[src/rtl/dmem_if.sv]
// Request/response bundle between the pipeline memory stage (master) and the data memory (slave).
// Handshake: a request transfers on a rising clk edge where req_valid && req_ready; the master keeps
// req_we/req_addr/req_wdata stable while req_valid is high and not yet accepted. rsp_valid is a
// one-cycle pulse with no backpressure; rsp_rdata and rsp_err are meaningful only while it is high.
interface dmem_if;
  logic        req_valid;
  logic        req_ready;
  logic        req_we;
  logic [15:0] req_addr;
  logic [15:0] req_wdata;
  logic        rsp_valid;
  logic [15:0] rsp_rdata;
  logic        rsp_err;
  logic        busy;

  modport master (
    output req_valid, req_we, req_addr, req_wdata,
    input  req_ready, rsp_valid, rsp_rdata, rsp_err, busy
  );

  modport slave (
    input  req_valid, req_we, req_addr, req_wdata,
    output req_ready, rsp_valid, rsp_rdata, rsp_err, busy
  );
endinterface

[src/rtl/dmem_responder.sv]
// Data-memory responder with WAIT_CYCLES wait states and a one-cycle response pulse.
// Optional macro DMEM_BOUNDS_CHECK_EN: out-of-range addresses raise rsp_err instead of aliasing.
module dmem_responder #(
  parameter int DEPTH       = 256,
  parameter int WAIT_CYCLES = 2
) (
  input  logic       clk,
  input  logic       rst,
  dmem_if.slave      bus,
  output logic [1:0] dbg_state_o
);
  localparam int AW = $clog2(DEPTH);

  typedef enum logic [1:0] {S_IDLE = 2'd0, S_WAIT = 2'd1, S_RESP = 2'd2} state_t;

  state_t      state_q;
  logic [3:0]  cnt_q;
  logic        we_q;
  logic [15:0] addr_q;
  logic [15:0] wdata_q;
  logic        rsp_valid_q;
  logic [15:0] rsp_rdata_q;
  logic        rsp_err_q;

  logic [15:0] mem [DEPTH];

  logic          ready;
  logic          accept;
  logic          commit_d;
  logic          c_we;
  logic [15:0]   c_addr;
  logic [15:0]   c_wdata;
  logic [AW-1:0] c_idx;
  logic          in_range;

  assign ready  = (state_q == S_IDLE) || (state_q == S_RESP);
  assign accept = bus.req_valid && ready;

  // With zero wait states the incoming request commits on its own accept edge.
  assign commit_d = (accept && (WAIT_CYCLES == 0)) || ((state_q == S_WAIT) && (cnt_q == 4'd0));
  assign c_we     = (state_q == S_WAIT) ? we_q    : bus.req_we;
  assign c_addr   = (state_q == S_WAIT) ? addr_q  : bus.req_addr;
  assign c_wdata  = (state_q == S_WAIT) ? wdata_q : bus.req_wdata;
  assign c_idx    = c_addr[AW-1:0];

`ifdef DMEM_BOUNDS_CHECK_EN
  assign in_range = ({1'b0, c_addr} < 17'(DEPTH));
`else
  logic unused_addr;
  assign unused_addr = ^c_addr;
  assign in_range    = 1'b1;
`endif

  always_ff @(posedge clk or negedge rst) begin
    if (!rst) begin
      state_q     <= S_IDLE;
      cnt_q       <= 4'd0;
      we_q        <= 1'b0;
      addr_q      <= 16'h0000;
      wdata_q     <= 16'h0000;
      rsp_valid_q <= 1'b0;
      rsp_rdata_q <= 16'h0000;
      rsp_err_q   <= 1'b0;
    end else begin
      rsp_valid_q <= 1'b0;
      case (state_q)
        S_IDLE, S_RESP: begin
          if (accept) begin
            we_q    <= bus.req_we;
            addr_q  <= bus.req_addr;
            wdata_q <= bus.req_wdata;
            if (WAIT_CYCLES == 0) begin
              state_q <= S_RESP;
            end else begin
              state_q <= S_WAIT;
              cnt_q   <= 4'(WAIT_CYCLES - 1);
            end
          end else begin
            state_q <= S_IDLE;
          end
        end
        S_WAIT: begin
          if (cnt_q == 4'd0) state_q <= S_RESP;
          else               cnt_q   <= cnt_q - 4'd1;
        end
        default: state_q <= S_IDLE;
      endcase
      if (commit_d) begin
        rsp_valid_q <= 1'b1;
        rsp_err_q   <= !in_range;
        if (!c_we) rsp_rdata_q <= in_range ? mem[c_idx] : 16'h0000;
      end
    end
  end

  // Array is deliberately outside the reset domain so its content survives rst.
  always_ff @(posedge clk) begin
    if (commit_d && c_we && in_range) mem[c_idx] <= c_wdata;
  end

  assign bus.req_ready = ready;
  assign bus.busy      = (state_q == S_WAIT);
  assign bus.rsp_valid = rsp_valid_q;
  assign bus.rsp_rdata = rsp_rdata_q;
  assign bus.rsp_err   = rsp_err_q;
  assign dbg_state_o   = state_q;
endmodule

[src/flat_wrapper.sv]
// flat-port wrapper written by rule: the top's interface ports become plain ports
module dmem_responder_flat 
#(
  parameter int DEPTH       = 256,
  parameter int WAIT_CYCLES = 2
)
  (clk, rst, dbg_state_o, bus_req_valid, bus_req_we, bus_req_addr, bus_req_wdata, bus_req_ready, bus_rsp_valid, bus_rsp_rdata, bus_rsp_err, bus_busy);
  dmem_if bus_i ();
  input  logic clk;
  input  logic rst;
  output logic [1:0] dbg_state_o;
  input wire logic [$bits(bus_i.req_valid)-1:0] bus_req_valid;
  input wire logic [$bits(bus_i.req_we)-1:0] bus_req_we;
  input wire logic [$bits(bus_i.req_addr)-1:0] bus_req_addr;
  input wire logic [$bits(bus_i.req_wdata)-1:0] bus_req_wdata;
  output wire logic [$bits(bus_i.req_ready)-1:0] bus_req_ready;
  output wire logic [$bits(bus_i.rsp_valid)-1:0] bus_rsp_valid;
  output wire logic [$bits(bus_i.rsp_rdata)-1:0] bus_rsp_rdata;
  output wire logic [$bits(bus_i.rsp_err)-1:0] bus_rsp_err;
  output wire logic [$bits(bus_i.busy)-1:0] bus_busy;
  assign bus_i.req_valid = bus_req_valid;
  assign bus_i.req_we = bus_req_we;
  assign bus_i.req_addr = bus_req_addr;
  assign bus_i.req_wdata = bus_req_wdata;
  assign bus_req_ready = bus_i.req_ready;
  assign bus_rsp_valid = bus_i.rsp_valid;
  assign bus_rsp_rdata = bus_i.rsp_rdata;
  assign bus_rsp_err = bus_i.rsp_err;
  assign bus_busy = bus_i.busy;
  dmem_responder #(.DEPTH(DEPTH), .WAIT_CYCLES(WAIT_CYCLES)) u_core (.clk(clk), .rst(rst), .bus(bus_i), .dbg_state_o(dbg_state_o));
endmodule
[config.mk]
export PLATFORM = sky130hd
export DESIGN_NAME = dmem_responder_flat
export DESIGN_NICKNAME = d
export VERILOG_FILES = /design/src/rtl/dmem_if.sv /design/src/rtl/dmem_responder.sv /design/src/flat_wrapper.sv
export SDC_FILE = /design/constraint.sdc
export NUM_CORES = 2
export LEC_CHECK = 0
export CORE_ASPECT_RATIO = 1.1
export CORE_UTILIZATION = 47
export DETAILED_ROUTE_END_ITERATION = 10
export SLEW_MARGIN = 20
export SYNTH_ARGS = -nofsm -noshare
export SYNTH_HDL_FRONTEND = slang
export SYNTH_SLANG_ARGS = --single-unit
export TNS_END_PERCENT = 100
[constraint.sdc]
create_clock -name clk -period 14.93 [get_ports clk]
set_input_delay 1.493 -clock clk [delete_from_list [all_inputs] [get_ports clk]]
set_output_delay 1.493 -clock clk [all_outputs]
set_load 0.03 [all_outputs]
==> metrics <==
status=finished, violations left; failing checks=design-rule violations; vias in the first global route=84,400; Worst Path Arrival=7.53 ns; R2R Setup Slk=8.30 ns; largest net degree at the start of global routing=205; cell count of the worst reg-to-reg path=14; DPL Wire Length=236,000 µm; Port Buffers=48; cts-stage hold buffer count=0; Pre-antenna DRT Iters=9; initial antenna violation count=17; GRT Total Usage=25.8%; Die H=601 µm; xor/xnor cell area share of the yosys netlist=0.0114%; post-synthesis mux area share=0%; Post-synth EDFFs=4,096; WHS Path Cells=2; most common cell after layout, fill and taps aside=edfxtp_1; Worst Setup EP=u_core.bus.rsp_rdata[0]; ys async rst share=1.16%; Remaining DRCs=3; area grow syn2layout=13.2%; clk buf depth=4; dpl ws=7.55 ns; Final Critical Period=6.63 ns; Max IR drop VDD=0.000248 V; setup TNS=0 ns; worst r2r src=u_core.dbg_state_o[1]; number of routed nets with antenna violations=0; Initial Utilization=47.3%; WS Path Type=reg2reg; Post-Synth Adder-Cell Area=0.00817%; fmax=0.151 GHz; setup ws final=8.30 ns; die area=328,000 µm²; Netlist Area Pre-Place=153,000 µm²; r2r endpoint=u_core.bus.rsp_rdata[0]; drt wl/cell=32.0 µm; unrepaired setup endpoints after global routing=no; final hold vios=0; Worst Max-Slew Pin Slew=1.22 ns; initial drt markers=11,600; grt ovf=0; RePlAce Congestion=0.838; fillers=25,200; vias per inst=6.44; largest family of logic cells by synthesized area=compound AO/OA/AOI/OAI gates; Setup Viol. Count Final=0; register area share after synthesis=81.1%; routed via count=87,800; CTS tree=yes; Synth Area in Compound Gates=15.4%; Slew HR=18.0%; CP Capture Type=flip-flop; Critical Path Start=u_core.dbg_state_o[1]; most frequent cells in the layout=edfxtp_1 (4,096), a22oi_1 (1,919), a21oi_1 (977), buf_4 (448), clkbuf_16 (411); Post-Syn Nets=8,741; crit path max fanout=102; clock insertion delay at the later pin of the skew report=0.97 ns; Avg Cell Area, Syn=17.6 µm²; Hold Path Class=reg2reg; Slew Limit Fails=0; FP Rows=219; Crit path required time=15.83 ns; core area=324,000 µm²; ys flop type=edfxtp_1; first-pass GRT wire length=614,000 µm; TritonCTS Buffers=408; Clock Pin Slew Worst Setup and Hold Paths=0.06 ns; clock sinks=4,144; Die W=546 µm; Netlist cell types=49; io pins=58; layout cells sized above 1=12.4%; number of synthesized register bits=4,144; H-tree depth=5; hold slack=0.477 ns; max-cap viol count=0; static leakage=0.0526 µW; PD cells=207 nW/µm²; CTS resizes=0; Startpoint Class=flip-flop; Total Wirelength=436,000 µm; Post-CTS Setup Repair Bufs=0; yosys warns=0; Worst Skew=0.0637 ns; root buf cell=clkbuf_16; period utilization=44.4%; cells after synthesis=8,704; simple-gate share of the synthesized area=1.32%; Layout Nets=9,016
-- worst min-delay path by stage --
stage	startpoint	to
3_5_place_dp	u_core.wdata_q[13]	u_core.wdata_q[13]
4_1_cts	u_core.wdata_q[13]	u_core.wdata_q[13]
3_3_place_gp	u_core.wdata_q[3]	u_core.wdata_q[3]
5_1_grt	u_core.wdata_q[2]	u_core.wdata_q[2]
2_1_floorplan	u_core.wdata_q[0]	u_core.wdata_q[0]
6_report	u_core.wdata_q[13]	u_core.wdata_q[13]
-- sequential cells by signal, summed over array words and instances (netlist names) --
register              flops
u_core.cnt_q              4
u_core.dbg_state_o        2
u_core.wdata_q           16
u_core.bus.rsp_rdata     16
u_core.we_q               1
u_core.mem             4096
u_core.addr_q             8
u_core.bus.rsp_valid      1
-- cell usage after synthesis, drive strengths merged, types with 10 or more instances --
| cell | n | area (µm²) |
|---|---|---|
| nand2 | 147 | 552 |
| a41oi | 62 | 543 |
| nor2 | 275 | 1030 |
| o41ai | 236 | 2070 |
| a22oi | 1920 | 14400 |
| a22o | 64 | 561 |
| dfrtp | 48 | 1200 |
| buf | 466 | 2570 |
| o21ai | 27 | 135 |
| nor4 | 19 | 119 |
| edfxtp | 4096 | 123000 |
| a21oi | 977 | 4890 |
| nand3 | 29 | 145 |
| a221oi | 64 | 561 |
| clkbuf | 184 | 691 |
| inv | 10 | 42.5 |
| o22ai | 32 | 200 |
-- per-stage QoR --
stage	std cells	total power, µW	instance area, µm²	utilization [%]
floorplan	8704	22100	153000	-
global placement	12900	25700	160000	49.4
detailed placement	12900	25900	160000	49.5
CTS	13600	35900	173000	53.5
global route	13600	36900	173000	53.5
finish	13600	35800	173000	53.5
-- layer usage --
metal / global-route usage (%) / up-vias / wire length [µm]
li1: - / 36900 / -
met1: 36.2 / 45400 / 172000
met2: 40.8 / 4668 / 206000
met3: 3.92 / 730 / 38800
met4: 10.5 / 8 / 18500
met5: 0 / - / 35
-- critical path: stages (launching register included) --
cell and delay [ns]:
dfrtp_1 0.51, nand2b_4 0.56, inv_6 0.27, o31ai_4 0.30, buf_12 0.45, buf_4 0.68
buf_4 0.66, buf_4 0.85, a22oi_1 0.15, a21oi_1 0.35, o41ai_1 0.13, buf_4 0.21
a41oi_1 0.80, nor4_1 0.15, a21oi_1 0.18
-- final cells by class --
type,count,area [µm²],area share [%]
multi-input cells,3900,26400,15.2
well taps,4309,5390,3.11
diodes,10,25.0,0.0144
repair buffers,515,4230,2.44
flip-flops and latches,4144,124000,71.6
clock buffers,484,10600,6.11
inverters,10,42.5,0.0245
clock inverters,250,2480,1.43
-- kinds of logic after synthesis --
family,count (synthesis)
adder cells (fa/ha/maj),1
AO/OA/AOI/OAI,3403
flip-flops,4144
XOR/XNOR,2
buffers and inverters,660
other,1
AND/OR/NAND/NOR,493
-- report_power, final --
group          switching (µW)  internal, µW
combinational            8140          2330
sequential                113         15200
clock                    4350          5700
Note: power is estimated with default switching activity, not from simulation.
